[config.mk]
export PLATFORM = sky130hd
export DESIGN_NAME = imem_program_loader_flat
export DESIGN_NICKNAME = d
export VERILOG_FILES = /design/src/rtl/imem_program_loader_if.sv /design/src/rtl/imem_program_loader.sv /design/src/flat_wrapper.sv
export SDC_FILE = /design/constraint.sdc
export NUM_CORES = 1
export LEC_CHECK = 0
export ABC_AREA = 1
export CAP_MARGIN = 5
export CORE_MARGIN = 2
export CORE_UTILIZATION = 61
export DETAILED_ROUTE_END_ITERATION = 7
export PLACE_DENSITY = 0.85
export SKIP_CTS_REPAIR_TIMING = 1
export SLEW_MARGIN = 15
export SYNTH_ARGS = -nofsm -noshare
export SYNTH_HDL_FRONTEND = slang
export SYNTH_SLANG_ARGS = --single-unit
[constraint.sdc]
create_clock -name clk -period 3.8 [get_ports clk]
set_clock_uncertainty 0.2 [all_clocks]
set_input_delay 0.38 -clock clk [delete_from_list [all_inputs] [get_ports clk]]
set_output_delay 0.38 -clock clk [all_outputs]
set_load 0.02 [all_outputs]
[src/rtl/imem_program_loader_if.sv]
// Host byte stream (valid/ready) and instruction-memory write port seen by the loader.
// The master modport is the loader side; the slave modport is the host/memory side.
interface imem_program_loader_if #(
    parameter int ADDR_WIDTH = 14
);
    logic                  in_valid;
    logic [7:0]            in_data;
    logic                  in_ready;
    logic                  imem_we;
    logic [ADDR_WIDTH-1:0] imem_addr;
    logic [31:0]           imem_wdata;

    modport master (
        input  in_valid, in_data,
        output in_ready, imem_we, imem_addr, imem_wdata
    );

    modport slave (
        output in_valid, in_data,
        input  in_ready, imem_we, imem_addr, imem_wdata
    );
endinterface

[src/rtl/imem_program_loader.sv]
// Loads a length-prefixed, XOR-checksummed program image into instruction memory
// and keeps the core in reset until a verified image has been written.
module imem_program_loader #(
    parameter int ADDR_WIDTH = 14
) (
    input  logic                          clk,
    input  logic                          reset,
    input  logic                          start,
    imem_program_loader_if.master         bus,
    output logic                          cpu_hold,
    output logic                          done,
    output logic                          error
);
    typedef enum logic [2:0] {
        IDLE, LEN_LO, LEN_HI, DATA, WRITE, CHECK, DONE, ERR
    } state_t;

    state_t              state_q, state_nxt;
    logic [15:0]         len;
    logic [31:0]         word;
    logic [31:0]         word_full;
    logic [1:0]          byte_cnt;
    logic [ADDR_WIDTH:0] word_idx;
    logic [7:0]          checksum;
    logic [15:0]         len_cand;
    logic                xfer;
    logic                start_ok;
    logic                len_too_big;
    logic                last_word;

    logic in_ready_nxt, imem_we_nxt, cpu_hold_nxt, done_nxt, error_nxt;

    assign xfer        = bus.in_valid && bus.in_ready;
    assign start_ok    = start && (state_q inside {IDLE, DONE, ERR});
    assign len_cand    = {bus.in_data, len[7:0]};
    assign len_too_big = 32'(len_cand) > (32'd1 << ADDR_WIDTH);
    assign last_word   = (32'(word_idx) + 32'd1) == 32'(len);

    always_comb begin
        word_full = word;
        word_full[{byte_cnt, 3'b000} +: 8] = bus.in_data;
    end

    always_ff @(posedge clk or negedge reset) begin
        if (!reset) state_q <= IDLE;
        else        state_q <= state_nxt;
    end

    always_comb begin
        state_nxt = state_q;
        unique case (state_q)
            IDLE, DONE, ERR: if (start) state_nxt = LEN_LO;
            LEN_LO:          if (xfer) state_nxt = LEN_HI;
            LEN_HI: begin
                if (xfer) begin
                    if (len_too_big)          state_nxt = ERR;
                    else if (len_cand == '0)  state_nxt = CHECK;
                    else                      state_nxt = DATA;
                end
            end
            DATA:  if (xfer && byte_cnt == 2'd3) state_nxt = WRITE;
            WRITE: state_nxt = last_word ? CHECK : DATA;
            CHECK: if (xfer) state_nxt = (bus.in_data == checksum) ? DONE : ERR;
            default: state_nxt = IDLE;
        endcase
    end

    // Outputs are decoded from the next state and registered, so they line up
    // with the state they describe and in_ready has no path from in_valid.
    always_comb begin
        in_ready_nxt = state_nxt inside {LEN_LO, LEN_HI, DATA, CHECK};
        imem_we_nxt  = state_nxt == WRITE;
        cpu_hold_nxt = state_nxt != DONE;
        done_nxt     = state_nxt == DONE;
        error_nxt    = state_nxt == ERR;
    end

    always_ff @(posedge clk or negedge reset) begin
        if (!reset) begin
            bus.in_ready   <= 1'b0;
            bus.imem_we    <= 1'b0;
            bus.imem_addr  <= '0;
            bus.imem_wdata <= '0;
            cpu_hold       <= 1'b1;
            done           <= 1'b0;
            error          <= 1'b0;
        end else begin
            bus.in_ready <= in_ready_nxt;
            bus.imem_we  <= imem_we_nxt;
            cpu_hold     <= cpu_hold_nxt;
            done         <= done_nxt;
            error        <= error_nxt;
            if (state_nxt == WRITE) begin
                bus.imem_addr  <= word_idx[ADDR_WIDTH-1:0];
                bus.imem_wdata <= word_full;
            end
        end
    end

    always_ff @(posedge clk or negedge reset) begin
        if (!reset) begin
            len      <= '0;
            word     <= '0;
            byte_cnt <= '0;
            word_idx <= '0;
            checksum <= '0;
        end else if (start_ok) begin
            len      <= '0;
            word     <= '0;
            byte_cnt <= '0;
            word_idx <= '0;
            checksum <= '0;
        end else begin
            if (state_q == LEN_LO && xfer) len[7:0]  <= bus.in_data;
            if (state_q == LEN_HI && xfer) len[15:8] <= bus.in_data;
            if (state_q == DATA && xfer) begin
                word     <= word_full;
                checksum <= checksum ^ bus.in_data;
                byte_cnt <= byte_cnt + 2'd1;
            end
            if (state_q == WRITE) word_idx <= word_idx + (ADDR_WIDTH+1)'(1);
        end
    end
endmodule
[src/flat_wrapper.sv]
// flat-port wrapper written by rule: the top's interface ports become plain ports
module imem_program_loader_flat 
#(
    parameter int ADDR_WIDTH = 14
)
  (clk, reset, start, cpu_hold, done, error, bus_in_valid, bus_in_data, bus_in_ready, bus_imem_we, bus_imem_addr, bus_imem_wdata);
  imem_program_loader_if #(.ADDR_WIDTH(ADDR_WIDTH)) bus_i ();
  input  logic clk;
  input  logic reset;
  input  logic start;
  output logic cpu_hold;
  output logic done;
  output logic error;
  input wire logic [$bits(bus_i.in_valid)-1:0] bus_in_valid;
  input wire logic [$bits(bus_i.in_data)-1:0] bus_in_data;
  output wire logic [$bits(bus_i.in_ready)-1:0] bus_in_ready;
  output wire logic [$bits(bus_i.imem_we)-1:0] bus_imem_we;
  output wire logic [$bits(bus_i.imem_addr)-1:0] bus_imem_addr;
  output wire logic [$bits(bus_i.imem_wdata)-1:0] bus_imem_wdata;
  assign bus_i.in_valid = bus_in_valid;
  assign bus_i.in_data = bus_in_data;
  assign bus_in_ready = bus_i.in_ready;
  assign bus_imem_we = bus_i.imem_we;
  assign bus_imem_addr = bus_i.imem_addr;
  assign bus_imem_wdata = bus_i.imem_wdata;
  imem_program_loader #(.ADDR_WIDTH(ADDR_WIDTH)) u_core (.clk(clk), .reset(reset), .start(start), .bus(bus_i), .cpu_hold(cpu_hold), .done(done), .error(error));
endmodule
==> results.md <==
- Yosys top cell area share: roughly 50%
- WS Path Type: flip-flop to flip-flop
- CP Cell Sequence: inv_1 > nor2_1 > nor3b_2 > clkinv_1 > buf_4 > nand2_1 > o21ai_0
- Hold WS: 0.283 ns
- Final Util: between 70 and 80%
- Fraction of registers with async set/reset: 100%
- Adder-cell share of the synthesized area: 1.23%
- Placement Setup Slack: 0.970 ns
- Most frequent cell after synthesis: nand2_1
- Yosys cell types: 35
- Total GRT Usage: ~31%
- Synth warn: 0
- Outcome: finished, final reports clean
- Max-cap violations: 0
- Full die area: approximately 0.011 mm²
- Prevailing post-synth register cell: dfrtp_1
- Seq cells post-synth: 127
- R2R depth: 7
- Pwr Density: ~730 mW/mm²
- R2r setup slk: ~1.0 ns
- CP Launch Type: flip-flop
- R2R Path Start: u_core.state_q[0]$_DFF_PN0_
- F_max: 0.364 GHz
- Layout net count: 817
- CTS Buf Count: 17
- DR WL/cell: between 15 and 20 µm
- Clk root buf: clkbuf_8
- Num rows: 36
- Area after DPL: ~0.0069 mm²
- CP max FO: 30
- PortBufs: 62
- Max stage delay cell, worst path: clkinv_1
- Vias in the first global route: about 5,500
- Die width: between 100 and 150 µm
- DR pass1 iterations: 8
- Max VDD drop: about 0.00037 V
- # diodes: 0
- TritonCTS clock tree: built
- Hold WC Path Type: flip-flop to flip-flop
- CP top delay family: buffers and inverters
- Launch point of the worst hold path: u_core.bus.imem_wdata[31]$_DFFE_PN0N_
- H-tree depth: 4
- WHS Path Cells: 2
- Synth area leader: dfrtp_1
- Initial Utilization: a little over three fifths
- Non-filler cells, final: 945
- Synthesized cell area: about 0.006 mm²
- Via count: approximately 5,600
- Hold Crit Endpoint: u_core.bus.imem_wdata[31]$_DFFE_PN0N_
- Worst reg2reg path endpoint: u_core.len[9]$_DFFE_PN0P_
- Post-Synthesis Cells: 740
- I/O pin count: between 60 and 70
- TNS Setup: 0 ns
- Clock Path Buffers: 2
- Core area: just under 0.01 mm²
- Synth top cells by count: nand2_1 (176), dfrtp_1 (126), o21ai_0 (92)
- Slowest Stage Delay on Critical Path: around 0.64 ns
- Die height: between 100 and 150 µm
- Area share of xor/xnor cells in the synthesized design: between 1.5 and 2%
- Synth Area in Compound Gates: between 10% and 20%
- Power Total: approximately 5.5 mW
- GPL Wtd Cong: 0.941
- Drt initial violations: approximately 450
- DR DRC count: 0
- Period minus WS final: 2.75 ns
- Synth-to-layout area growth: 22.4%
- Slew HR: a little under two fifths
- CTS sink count: 127
- DP Cell Count: between 900 and 1,000
- Worst Tran Pin Value: between 0.9 and 1 ns
- Worst path bufs/invs: 3
- Simple-gate share of the synthesized area: between 20% and 30%
- Crit end category: flip-flop
- Post-synthesis mux area share: 0%
- CP Data Arrival Time: just under 3 ns
- Layout cell share with drive strength beyond 1: roughly 7%
- Synth Net Count: 758
- Number of synthesized flops with an enable pin: 0
- Number of antenna violations at the first check in global routing: 0
- Post-route ant nets: 0
- Global-route wire length before repair: 26.9 mm
- WP data required: ~4.0 ns
- Largest family of logic cells by synthesized area: simple AND/OR/NAND/NOR gates
- RSZ-0062 raised after global routing: false
- Final Hold Viols: 0
- Max-slew violations: 0
- Fin crit share: between 70% and 80%
- Cell leakage power: 3.42 nW
- Gr ovfl total: 0
- Pin count of the biggest net entering global routing: 84
- Worst-Skew Late Latency: between 0.5 and 0.6 ns
- Setup violators final: 0
- Area contributors post-synth: dfrtp_1 (52%), nand2_1 (11%), o21ai_0 (7.5%)
- DR vias/cell: 5.97
- Worst-path clk slew: around 0.06 ns
- Syn Area/Cell: 8.27 µm²
- Post-Layout Inst Area: around 0.0075 mm²
- HPWL Detailed: between 10 and 15 mm
- Register area share after synthesis: 51.9%
- Drt total wl: about 16 mm
- Final worst setup slack: ~1.0 ns
-- where the power goes --
part           total (mW)  switching (mW)  internal [mW]
clock                1.72           0.617           1.10
combinational        1.83            1.22          0.604
sequential           1.93           0.244           1.68
-- sequential cells by signal (all words and copies together) (netlist names) --
| signal | count |
|---|---|
| u_core.word | 32 |
| u_core.bus.imem_wdata | 32 |
| u_core.byte_cnt | 2 |
| u_core.checksum | 8 |
| u_core.state_q | 3 |
| u_core.error | 1 |
| u_core.bus.imem_addr | 14 |
| u_core.done | 1 |
| u_core.word_idx | 15 |
| u_core.bus.in_ready | 1 |
| u_core.len | 16 |
| u_core.bus.imem_we | 1 |
| u_core.cpu_hold | 1 |
-- worst min-delay path: cells and delay by family, from the launching register on --
family          cells  cell delay, ns
compound gates      1            0.06
flops               1            0.34
simple gates        1            0.05
-- per-layer routing --
layer / routed length (µm) / up-vias / global-route usage, %
met4: 546 / 0 / 15.4
li1: - / 2584 / -
met2: 8070 / 299 / 50.2
met5: 0 / - / 0
met3: 1270 / 57 / 7.89
met1: 6530 / 2699 / 39.7
-- how the worst max path moves through the flow --
stage | start | to | slack (ns) | cells after the start
floorplan | u_core.byte_cnt[0]$_DFFE_PN0P_ | u_core.done$_DFF_PN0_ | 1.81 | 11
global placement | start | u_core.len[1]$_DFFE_PN0P_ | 1.08 | 6
detailed placement | start | u_core.len[13]$_DFFE_PN0P_ | 0.97 | 6
CTS | u_core.state_q[0]$_DFF_PN0_ | u_core.len[1]$_DFFE_PN0P_ | 1.17 | 7
global route | u_core.state_q[2]$_DFF_PN0_ | u_core.len[8]$_DFFE_PN0P_ | 0.89 | 8
finish | u_core.state_q[0]$_DFF_PN0_ | u_core.len[9]$_DFFE_PN0P_ | 1.05 | 7
-- logic make-up (layout without fill, tap and decap cells) --
family,Yosys count,after routing
AND/OR/NAND/NOR,312,312
AO/OA/AOI/OAI,177,177
flip-flops,127,127
buffers and inverters,106,178
XOR/XNOR,12,12
adder cells (fa/ha/maj),6,6
-- area by class of cell --
| cell class | instances | area, µm² |
|---|---|---|
| sequential | 127 | 3180 |
| multi-input combinational | 507 | 2550 |
| fill | 678 | 2280 |
| timing repair buffer | 68 | 678 |
| clock buffer | 19 | 442 |
| inverter | 78 | 293 |
| clock inverter | 13 | 186 |
| tap | 133 | 166 |
-- placed cells by master, fill, tap and decap left out, types with 11 or more instances in the layout --
| master | Yosys | layout |
|---|---|---|
| a21oi_1 | 32 | 31 |
| a22oi_1 | 19 | 19 |
| clkbuf_16 | 0 | 16 |
| clkdlybuf4s50_1 | 0 | 61 |
| dfrtp_1 | 126 | 126 |
| inv_1 | 74 | 74 |
| nand2_1 | 176 | 175 |
| nand3_1 | 53 | 53 |
| nand4_1 | 11 | 11 |
| nor2_1 | 47 | 46 |
| o21ai_0 | 92 | 92 |
| o21ai_1 | 13 | 13 |
| o22ai_1 | 15 | 15 |
(Power assumes the default switching activity.)
